$ cat src/rtl/pll_seq_pkg.sv
// Shared encodings for the PLL power-up / relock sequencer.
// STATE codes are visible on the debug port, so their values are fixed.
package pll_seq_pkg;

  localparam int TO_W = 16;

  typedef enum logic [2:0] {
    ST_IDLE     = 3'd0,
    ST_HOLD     = 3'd1,
    ST_CAL      = 3'd2,
    ST_LOCKWAIT = 3'd3,
    ST_LOCKED   = 3'd4,
    ST_FAIL     = 3'd5
  } state_t;

endpackage

$ cat src/rtl/sync2_n.sv
// Two-flop synchronizer for the asynchronous lock detector.
// Both flops clear on NARST so lock_s reads 0 out of reset.
module sync2_n (
  input  logic clk,
  input  logic narst,
  input  logic d,
  output logic q
);

  logic meta;

  always_ff @(posedge clk or negedge narst) begin
    if (!narst) begin
      meta <= 1'b0;
      q    <= 1'b0;
    end else begin
      meta <= d;
      q    <= meta;
    end
  end

endmodule

$ cat src/rtl/pll_startup_seq.sv
// PLL start-up sequencer: sub-block reset hold, DCO calibration, loop close
// and lock qualification, with timeouts to a sticky FAIL state.
module pll_startup_seq
  import pll_seq_pkg::*;
#(
  parameter int CNT_W  = 8,
  parameter int TO_CYC = 1023
) (
  input  logic             CLK,
  input  logic             NARST,
  input  logic             EN,
  input  logic [CNT_W-1:0] T_HOLD,
  input  logic [CNT_W-1:0] T_LOCK,
  input  logic             CAL_DONE,
  input  logic             LOCK_DET,
  output logic             NRST_SUB,
  output logic             CAL_START,
  output logic             LOOP_EN,
  output logic             READY,
  output logic             FAIL,
  output logic [2:0]       STATE
);

  localparam logic [CNT_W-1:0] CNT_ONE = CNT_W'(1);
  localparam logic [CNT_W-1:0] CNT_MAX = '1;
  localparam logic [TO_W-1:0]  TO_ONE  = TO_W'(1);
  localparam logic [TO_W-1:0]  TO_MAX  = '1;
  localparam logic [TO_W-1:0]  TO_LAST = TO_W'(TO_CYC - 1);

  state_t           state;
  state_t           state_nxt;
  logic [CNT_W-1:0] hold_cnt;
  logic [CNT_W-1:0] qual_cnt;
  logic [TO_W-1:0]  to_cnt;
  logic [CNT_W-1:0] hold_load;
  logic [CNT_W-1:0] lock_need;
  logic             lock_s;
  logic             to_hit;
  logic             qual_hit;

  sync2_n u_lock_sync (
    .clk  (CLK),
    .narst(NARST),
    .d    (LOCK_DET),
    .q    (lock_s)
  );

  assign hold_load = (T_HOLD == '0) ? CNT_ONE : T_HOLD;
  assign lock_need = (T_LOCK == '0) ? CNT_ONE : T_LOCK;
  assign to_hit    = (to_cnt >= TO_LAST);
  // Qualified on the cycle whose lock_s sample completes the required run.
  assign qual_hit  = lock_s && (qual_cnt >= (lock_need - CNT_ONE));

  // Calibration handshake: CAL_START is a one-cycle request issued on CAL
  // entry; CAL_DONE is a level acknowledge sampled every cycle while in CAL.
  always_comb begin
    state_nxt = state;
    if (!EN) begin
      state_nxt = ST_IDLE;
    end else begin
      case (state)
        ST_IDLE:     state_nxt = ST_HOLD;
        ST_HOLD:     if (hold_cnt <= CNT_ONE) state_nxt = ST_CAL;
        ST_CAL: begin
          if (CAL_DONE)    state_nxt = ST_LOCKWAIT;
          else if (to_hit) state_nxt = ST_FAIL;
        end
        ST_LOCKWAIT: begin
          if (qual_hit)    state_nxt = ST_LOCKED;
          else if (to_hit) state_nxt = ST_FAIL;
        end
        ST_LOCKED:   if (!lock_s) state_nxt = ST_LOCKWAIT;
        ST_FAIL:     state_nxt = ST_FAIL;
        default:     state_nxt = ST_IDLE;
      endcase
    end
  end

  always_ff @(posedge CLK or negedge NARST) begin
    if (!NARST) begin
      state     <= ST_IDLE;
      hold_cnt  <= '0;
      qual_cnt  <= '0;
      to_cnt    <= '0;
      NRST_SUB  <= 1'b0;
      CAL_START <= 1'b0;
      LOOP_EN   <= 1'b0;
      READY     <= 1'b0;
      FAIL      <= 1'b0;
    end else begin
      state <= state_nxt;

      if (state == ST_IDLE && state_nxt == ST_HOLD)
        hold_cnt <= hold_load;
      else if (state == ST_HOLD && hold_cnt > CNT_ONE)
        hold_cnt <= hold_cnt - CNT_ONE;

      // Any state change restarts the timeout, covering CAL and LOCKWAIT entry.
      if (state_nxt != state)
        to_cnt <= '0;
      else if (to_cnt != TO_MAX)
        to_cnt <= to_cnt + TO_ONE;

      if (state != ST_LOCKWAIT || state_nxt != ST_LOCKWAIT || !lock_s)
        qual_cnt <= '0;
      else if (qual_cnt != CNT_MAX)
        qual_cnt <= qual_cnt + CNT_ONE;

      NRST_SUB  <= state_nxt inside {ST_CAL, ST_LOCKWAIT, ST_LOCKED, ST_FAIL};
      CAL_START <= (state_nxt == ST_CAL) && (state != ST_CAL);
      LOOP_EN   <= state_nxt inside {ST_LOCKWAIT, ST_LOCKED};
      READY     <= (state_nxt == ST_LOCKED);
      FAIL      <= (state_nxt == ST_FAIL);
    end
  end

  assign STATE = state;

endmodule
$ cat config.mk
export PLATFORM = sky130hd
export DESIGN_NAME = pll_startup_seq
export DESIGN_NICKNAME = d
export VERILOG_FILES = /design/src/rtl/pll_seq_pkg.sv /design/src/rtl/sync2_n.sv /design/src/rtl/pll_startup_seq.sv
export SDC_FILE = /design/constraint.sdc
export NUM_CORES = 1
export LEC_CHECK = 0
export ABC_CLOCK_PERIOD_IN_PS = 2600
export CORE_UTILIZATION = 37
export DETAILED_ROUTE_END_ITERATION = 8
export DONT_BUFFER_PORTS = 1
export GPL_ROUTABILITY_DRIVEN = 0
export SLEW_MARGIN = 20
export SYNTH_ARGS = -nofsm -noshare
export SYNTH_HDL_FRONTEND = slang
export SYNTH_SLANG_ARGS = --single-unit
$ cat constraint.sdc
create_clock -name CLK -period 2.6 [get_ports CLK]
set_input_delay 0.52 -clock CLK [delete_from_list [all_inputs] [get_ports CLK]]
set_output_delay 0.52 -clock CLK [all_outputs]
set_load 0.02 [all_outputs]
==> results of run 1 <==
-- metrics by stage --
step / setup TNS (ps) / setup slack [ps] / hold WS [ps] / instances / total power [W]
floorplan: -16440 / -639 / 224 / 286 / 0.00120
global placement: -21510 / -789 / 226 / 385 / 0.00129
detailed placement: -21860 / -802 / 226 / 385 / 0.00130
CTS: -8840 / -398 / 49.8 / 396 / 0.00177
global route: -16850 / -611 / 51.0 / 398 / 0.00193
finish: -12880 / -491 / 46.8 / 398 / 0.00180
-- timing repair --
| action | in CTS | in global routing |
|---|---|---|
| hold buffers | 1 | 0 |
| setup buffers | 2 | 1 |
| gates resized for setup | 10 | 9 |
| endpoints found under the setup margin | 32 | 32 |
| pin swaps | 10 | 10 |
| endpoints found under the hold margin | 42 | 0 |
| cloned | 0 | 1 |
-- layer usage --
layer	wire, um	track usage [%]	share of wire, %
met1	2620	21.8	46
met2	2680	26.6	47
met3	344	3.90	6.0
met4	58	4.55	1.0
met5	0	0	0
-- Yosys cell counts, drive strengths merged (2+ instances only) --
cell	n
a211oi	2
a21oi	7
a311oi	3
a41oi	2
and2	2
and3	6
buf	4
dfrtp	42
ha	14
inv	14
mux2i	3
nand2	21
nand2b	5
nand3	13
nand4	7
nor2	40
nor2b	7
nor3	15
nor4	8
o2111ai	2
o211ai	4
o21ai	13
or3	4
or4	3
xnor2	13
xor2	15
-- flip-flops by register name, summed over array words and instances, names as in the netlist --
register,count
to_cnt,16
hold_cnt,8
qual_cnt,8
STATE,3
CAL_START,1
FAIL,1
LOOP_EN,1
NRST_SUB,1
READY,1
u_lock_sync.meta,1
u_lock_sync.q,1
-- power groups by stage --
stage	logic, W	clock network, W	registers (W)
after floorplan	0.000353	0	0.000842
after global placement	0.000417	0	0.000870
after detailed placement	0.000425	0	0.000871
after CTS	0.000450	0.000463	0.000859
after global routing	0.000559	0.000493	0.000883
final	0.000489	0.000446	0.000864
-- worst paths after layout --
path	to	slack (ps)	depth (start not counted)
max in group asynchronous	qual_cnt[0]$_DFFE_PN0P_	2350	1
min in group CLK	u_lock_sync.meta$_DFF_PN0_	250	0
hold reg to reg	u_lock_sync.q$_DFF_PN0_	360	0
setup reg to reg	to_cnt[1]$_DFFE_PN0P_	190	7
setup / recovery	to_cnt[2]$_DFFE_PN0P_	-490	13
hold / removal	to_cnt[5]$_DFFE_PN0P_	50	1
-- logic make-up after synthesis --
group                    count (synthesis)  synth area share, %
AND/OR/NAND/NOR                        135                 26.8
buffers and inverters                   19                 3.22
XOR/XNOR                                28                 9.29
adder cells (fa/ha/maj)                 14                 6.64
flip-flops                              42                 39.8
AO/OA/AOI/OAI                           44                 12.6
multiplexers                             4                 1.56
-- cells in the final DEF, fill, tap and decap left out, types with 2 or more instances in the layout --
cell type	synthesis	routed
nand2b_1	5	5
nand4_1	7	7
mux2i_1	3	3
nor2_1	30	25
xor2_1	15	15
nor4_1	7	6
inv_1	14	13
nor2_2	10	14
dfrtp_1	42	42
a41oi_1	2	2
nor3_2	1	3
buf_4	1	10
nor2b_1	7	6
o211ai_1	4	4
and2_1	2	2
nor4_2	1	2
xnor2_1	13	12
o21ai_1	3	2
and3_1	6	5
a21oi_1	7	6
or4_1	3	2
ha_1	14	12
a311oi_2	3	2
nor3_1	14	12
nand2_1	21	20
nand3_1	13	12
or3_1	4	4
o21ai_0	10	10
clkbuf_8	0	5
a211oi_2	0	2
-- worst reg2reg max path, stage by stage, from the launching register on --
cell	delay, ps
dfrtp_1	580
nor2b_1	250
nand3_1	270
or3_1	420
nor3_2	240
o2111ai_2	240
buf_12	210
a211oi_2	130
-- cell type report --
cell class / instances / share of cell area (%)
multi-input cells: 225 / 52.6
flip-flops and latches: 42 / 34.0
repair buffers: 13 / 4.78
well taps: 96 / 3.89
clock buffers: 5 / 2.23
inverters: 14 / 1.70
clock inverters: 3 / 0.809
==> run metrics, run 1 <==
Slew HR 55.4%; Post-synth EDFFs 0; core footprint 0.00683 sq mm; worst vdd ir 0.325 mV; Slowest cell on crit path or4_4; layout cells sized above 1 20.9%; CP cell instances or4_4 > nor4_2 > nor2_1 > ha_2 > xnor2_2 > ha_1 > and3_4 > o21ai_2 > a311oi_4 > nor3_2 > o2111ai_2 > clkbuf_16 > nor2_1; flops & latches, synth 42; Distinct cells, synth 50; Worst setup EP type register; max-cap violation count 0; area share of the largest cell type after synthesis 39.8%; final worst clock skew 13.2 ps; Die Y 86.5 um; DP HPWL 4040 um; power per cell area 582 mW/mm^2; Nets 336; Final Cycle Share 119%; CTS tree built; Flop pwr share 48.0%; global-route wire length before repair 9740 um; Multi-input gate area 0.00163 sq mm; worst-path fanout max 8; WL final 5700 um; Critical Path RT 2790 ps; largest net degree at the start of global routing 43; Area Growth Syn to Fin 17.2%; Worst Tran Pin Value 664 ps; GRT overflow 0; Clk pin slew, worst setup/hold paths 90 ps; Final ANT Viol Nets 0; Post-DP Area 0.00285 sq mm; antenna cells 0; vias in the first global route 2061; crit path kind primary input to register; CTS Buffer Depth 2; Die ar. 0.00747 sq mm; synth top area cells dfrtp_1 (40%), ha_1 (6.6%), xor2_1 (5.0%), xnor2_1 (4.3%), nor2_1 (4.3%); drt drc 0; via count 2094; cell-internal power 0.00118 W; Sw Pwr 0.000624 W; setup ws final -491 ps; CP dominant cell by count nor2_1; Max Clk Rate 324 MHz; asr flop ratio synth 100%; share of the yosys chip area belonging to registers 39.8%; final number of max-transition violations 0; FF/Latch Area 0.00105 sq mm; WL/cell 14.3 um; CTS Buf Count 5; Clock Power Share 24.8%; Hold WC Path Type primary input to asynchronous set/reset pin; Ports 29; Root Buffer Master clkbuf_8; Syn Area/Cell 9.23 sq um; Initial DRC Count 149; RR Startpoint STATE[1]$_DFF_PN0_; Final min period 3090 ps; final core occ 45.3%; Die Width 86.5 um; RSZ-0062 raised after global routing true; synth warn 0; Sink Count 42; total track usage 16.4%; initial antenna violation count 0; clock latency on the worst-skew pair 310 ps; violated checks negative setup slack; Combinational Power Share 27.2%; outcome finished, violations left; Worst Path Arrival 3280 ps; Via density 5.26; initial core utilization 38.6%; top_reg_cell synth dfrtp_1; Synth area leader dfrtp_1; critical path's top delay family simple AND/OR/NAND/NOR gates; final-report setup violation count 32; Cells after Synth 286; Fin. Hold Viols 0; CTS H-tree lvls 2; Post-Syn Area 0.00264 sq mm; Startpoint Class primary input; post-route cell area 0.00309 sq mm; total nets after synthesis 321; Worst path max stage delay 520 ps; Switching Share 34.7%; port bufs 0; Pleak 1.29 nW; Detailed Routing Iterations Pass 1 4; Worst setup startpoint T_LOCK[2]; Fillers 665; Bufs and invs on worst path 1; site row count 30
Note: power is estimated with default switching activity, not from simulation.
==> inputs of run 2 (changes only) <==
--- a/config.mk
+++ b/config.mk
@@ -6,10 +6,12 @@
 export NUM_CORES = 1
 export LEC_CHECK = 0
 export ABC_CLOCK_PERIOD_IN_PS = 2600
-export CORE_UTILIZATION = 37
+export CORE_UTILIZATION = 60
 export DETAILED_ROUTE_END_ITERATION = 8
 export DONT_BUFFER_PORTS = 1
 export GPL_ROUTABILITY_DRIVEN = 0
+export PLACE_DENSITY = 0.8
+export SETUP_SLACK_MARGIN = 0.4
 export SLEW_MARGIN = 20
 export SYNTH_ARGS = -nofsm -noshare
 export SYNTH_HDL_FRONTEND = slang
==> run metrics, run 2 (synthesis gave the netlist of run 1 again) <==
FF/Latch Area 0.00105 sq mm (+0.12%); max-cap violation count 0 (unchanged); clock latency on the worst-skew pair 290 ps (-20 ps); register bank with the most flops to_cnt; Area Growth Syn to Fin 23.4%; total track usage 27.8% (+11 points); Root Buffer Master clkbuf_8; RSZ-0062 raised after global routing true; Worst path max stage delay 540 ps (+20 ps); most frequent cells in the layout dfrtp_1 (41), nor2_1 (19), nand2_1 (19); most common cell after layout, fill and taps aside dfrtp_1; via count 2258 (+7.8%); Slew HR 63.9% (+8.5 points); worst vdd ir 0.402 mV (+24%); CTS Buffer Depth 2 (unchanged); DP HPWL 3950 um (-2.2%); Fillers 251 (-62%); CTS tree built; Worst Tran Pin Value 538 ps (-127 ps); site row count 23 (-23%); critical path's top delay family simple AND/OR/NAND/NOR gates; Bufs and invs on worst path 3 (+2); violated checks negative setup slack; final worst clock skew 7.80 ps (-5.42 ps); Pleak 1.37 nW (+5.8%); R2R setup slack 230 ps (+40 ps); Sink Count 42 (unchanged); Fin. Hold Viols 0 (unchanged); Max Clk Rate 310 MHz (-4.3%); Final ANT Viol Nets 0 (unchanged); Slowest cell on crit path or4_4; Die Y 68.3 um (-21%); setup ws final -629 ps (-138 ps); Worst setup EP type register; layout cells sized above 1 26.9% (+6.1 points); Die ar. 0.00467 sq mm (-38%); core footprint 0.00412 sq mm (-40%); top flop regs to_cnt: 16 flops, hold_cnt: 8 flops, qual_cnt: 8 flops; port bufs 0 (unchanged); initial antenna violation count 0 (unchanged); Cells after DPL 341 (-11%); RR Startpoint to_cnt[0]$_DFFE_PN0P_; WL/cell 17.3 um (+20%); Critical Path RT 2830 ps (+40 ps); R2R depth 10 (+3); Via density 6.31 (+20%); initial core utilization 64.1% (+25 points); power per cell area 599 mW/mm^2 (+2.8%); Clk pin slew, worst setup/hold paths 80 ps (about the same); CTS H-tree lvls 2 (unchanged); Final Cycle Share 124% (+5.3 points); Post-Layout Cell Count 358 (-10%); drt drc 0 (unchanged); antenna cells 0 (unchanged); Multi-input gate area 0.00177 sq mm (+9.0%); final-report setup violation count 32 (unchanged); Final min period 3230 ps (+138 ps); largest net degree at the start of global routing 43 (unchanged); Final TNS setup -16060 ps (-3180 ps); global-route wire length before repair 9580 um (-1.6%); CTS Buf Count 5 (unchanged); crit path kind primary input to register; GRT overflow 0 (unchanged); Detailed Routing Iterations Pass 1 4 (unchanged); CP cell instances or4_4 > nor4_4 > nor2_4 > nand2_2 > nor3_1 > xnor2_1 > ha_1 > a21oi_2 > o22ai_4 > buf_4 > o31ai_2 > o2111ai_2 > buf_12 > buf_12 > nor2_4; final core occ 79.1% (+34 points); Initial DRC Count 142 (-4.7%); Ports 29 (unchanged); Largest register FFs 16 (unchanged); Hold WC Path Type primary input to asynchronous set/reset pin; Startpoint Class primary input; vias in the first global route 2178 (+5.7%); worst-path fanout max 7 (-1); Worst Path Arrival 3460 ps (+180 ps); final total power 0.00195 W (+8.3%); RR Endpoint to_cnt[5]$_DFFE_PN0P_; final number of max-transition violations 0 (unchanged); WL final 6180 um (+8.4%); Nets 342 (+1.8%); outcome finished, violations left; Die Width 68.3 um (-21%)
-- run 2: layout make-up --
class | count | area share [%]
Clock inverter | 2 | 1.15
Sequential cell | 42 | 32.3
Timing Repair Buffer | 19 | 6.30
Inverter | 14 | 1.61
Tap cell | 50 | 1.92
Multi-Input combinational cell | 225 | 54.5
Clock buffer | 6 | 2.23
-- run 2: worst max-delay path by stage --
stage / startpoint / to / slack [ps] / depth (start not counted)
global route: T_LOCK[2] / to_cnt[5]$_DFFE_PN0P_ / -670 / 15
global placement: T_LOCK[2] / qual_cnt[6]$_DFFE_PN0P_ / -760 / 14
detailed placement: T_LOCK[2] / to_cnt[1]$_DFFE_PN0P_ / -1010 / 13
finish: T_LOCK[2] / to_cnt[5]$_DFFE_PN0P_ / -630 / 15
floorplan: T_LOCK[2] / to_cnt[9]$_DFFE_PN0P_ / -640 / 14
CTS: T_LOCK[2] / to_cnt[1]$_DFFE_PN0P_ / -510 / 15
-- run 2: routing by layer --
layer	up-vias	share of wire (%)	GRT usage, %	routed length [um]
met5	-	0	0	0
met4	0	3.3	12.8	201
met3	24	3.8	7.00	238
met2	69	50	45.7	3080
met1	1101	43	34.0	2670
li1	1064	-	-	-
-- run 2: timing repair --
item,CTS,global route
pin swaps,18,9
setup endpoints to repair,32,38
cloned,0,1
resized for setup,25,28
hold endpoints to repair,42,0
buffers inserted,6,1
hold buffers,1,0
-- run 2: power breakdown --
group	internal, W	switching [W]
registers	0.000745	0.000116
clock network	0.000287	0.000223
logic	0.000286	0.000292
total	0.00132	0.000632
-- run 2: per-stage QoR --
| stage | instance area [sq um] | setup WS (ps) | hold WS, ps |
|---|---|---|---|
| final | 3260 | -629 | 63.5 |
| after global routing | 3260 | -673 | 69.6 |
| after CTS | 3110 | -513 | 68.2 |
| after detailed placement | 2800 | -1010 | 225 |
| after global placement | 2800 | -760 | 225 |
| after floorplan | 2690 | -639 | 224 |
==> inputs of run 3 (changes only) <==
--- a/config.mk
+++ b/config.mk
@@ -5,14 +5,13 @@
 export SDC_FILE = /design/constraint.sdc
 export NUM_CORES = 1
 export LEC_CHECK = 0
-export ABC_CLOCK_PERIOD_IN_PS = 2600
 export CORE_UTILIZATION = 60
 export DETAILED_ROUTE_END_ITERATION = 8
 export DONT_BUFFER_PORTS = 1
 export GPL_ROUTABILITY_DRIVEN = 0
 export PLACE_DENSITY = 0.8
 export SETUP_SLACK_MARGIN = 0.4
-export SLEW_MARGIN = 20
+export SLEW_MARGIN = 25
 export SYNTH_ARGS = -nofsm -noshare
 export SYNTH_HDL_FRONTEND = slang
 export SYNTH_SLANG_ARGS = --single-unit
==> results of run 3 <==
The final DEF is identical to that of run 2; final timing and power are the same.
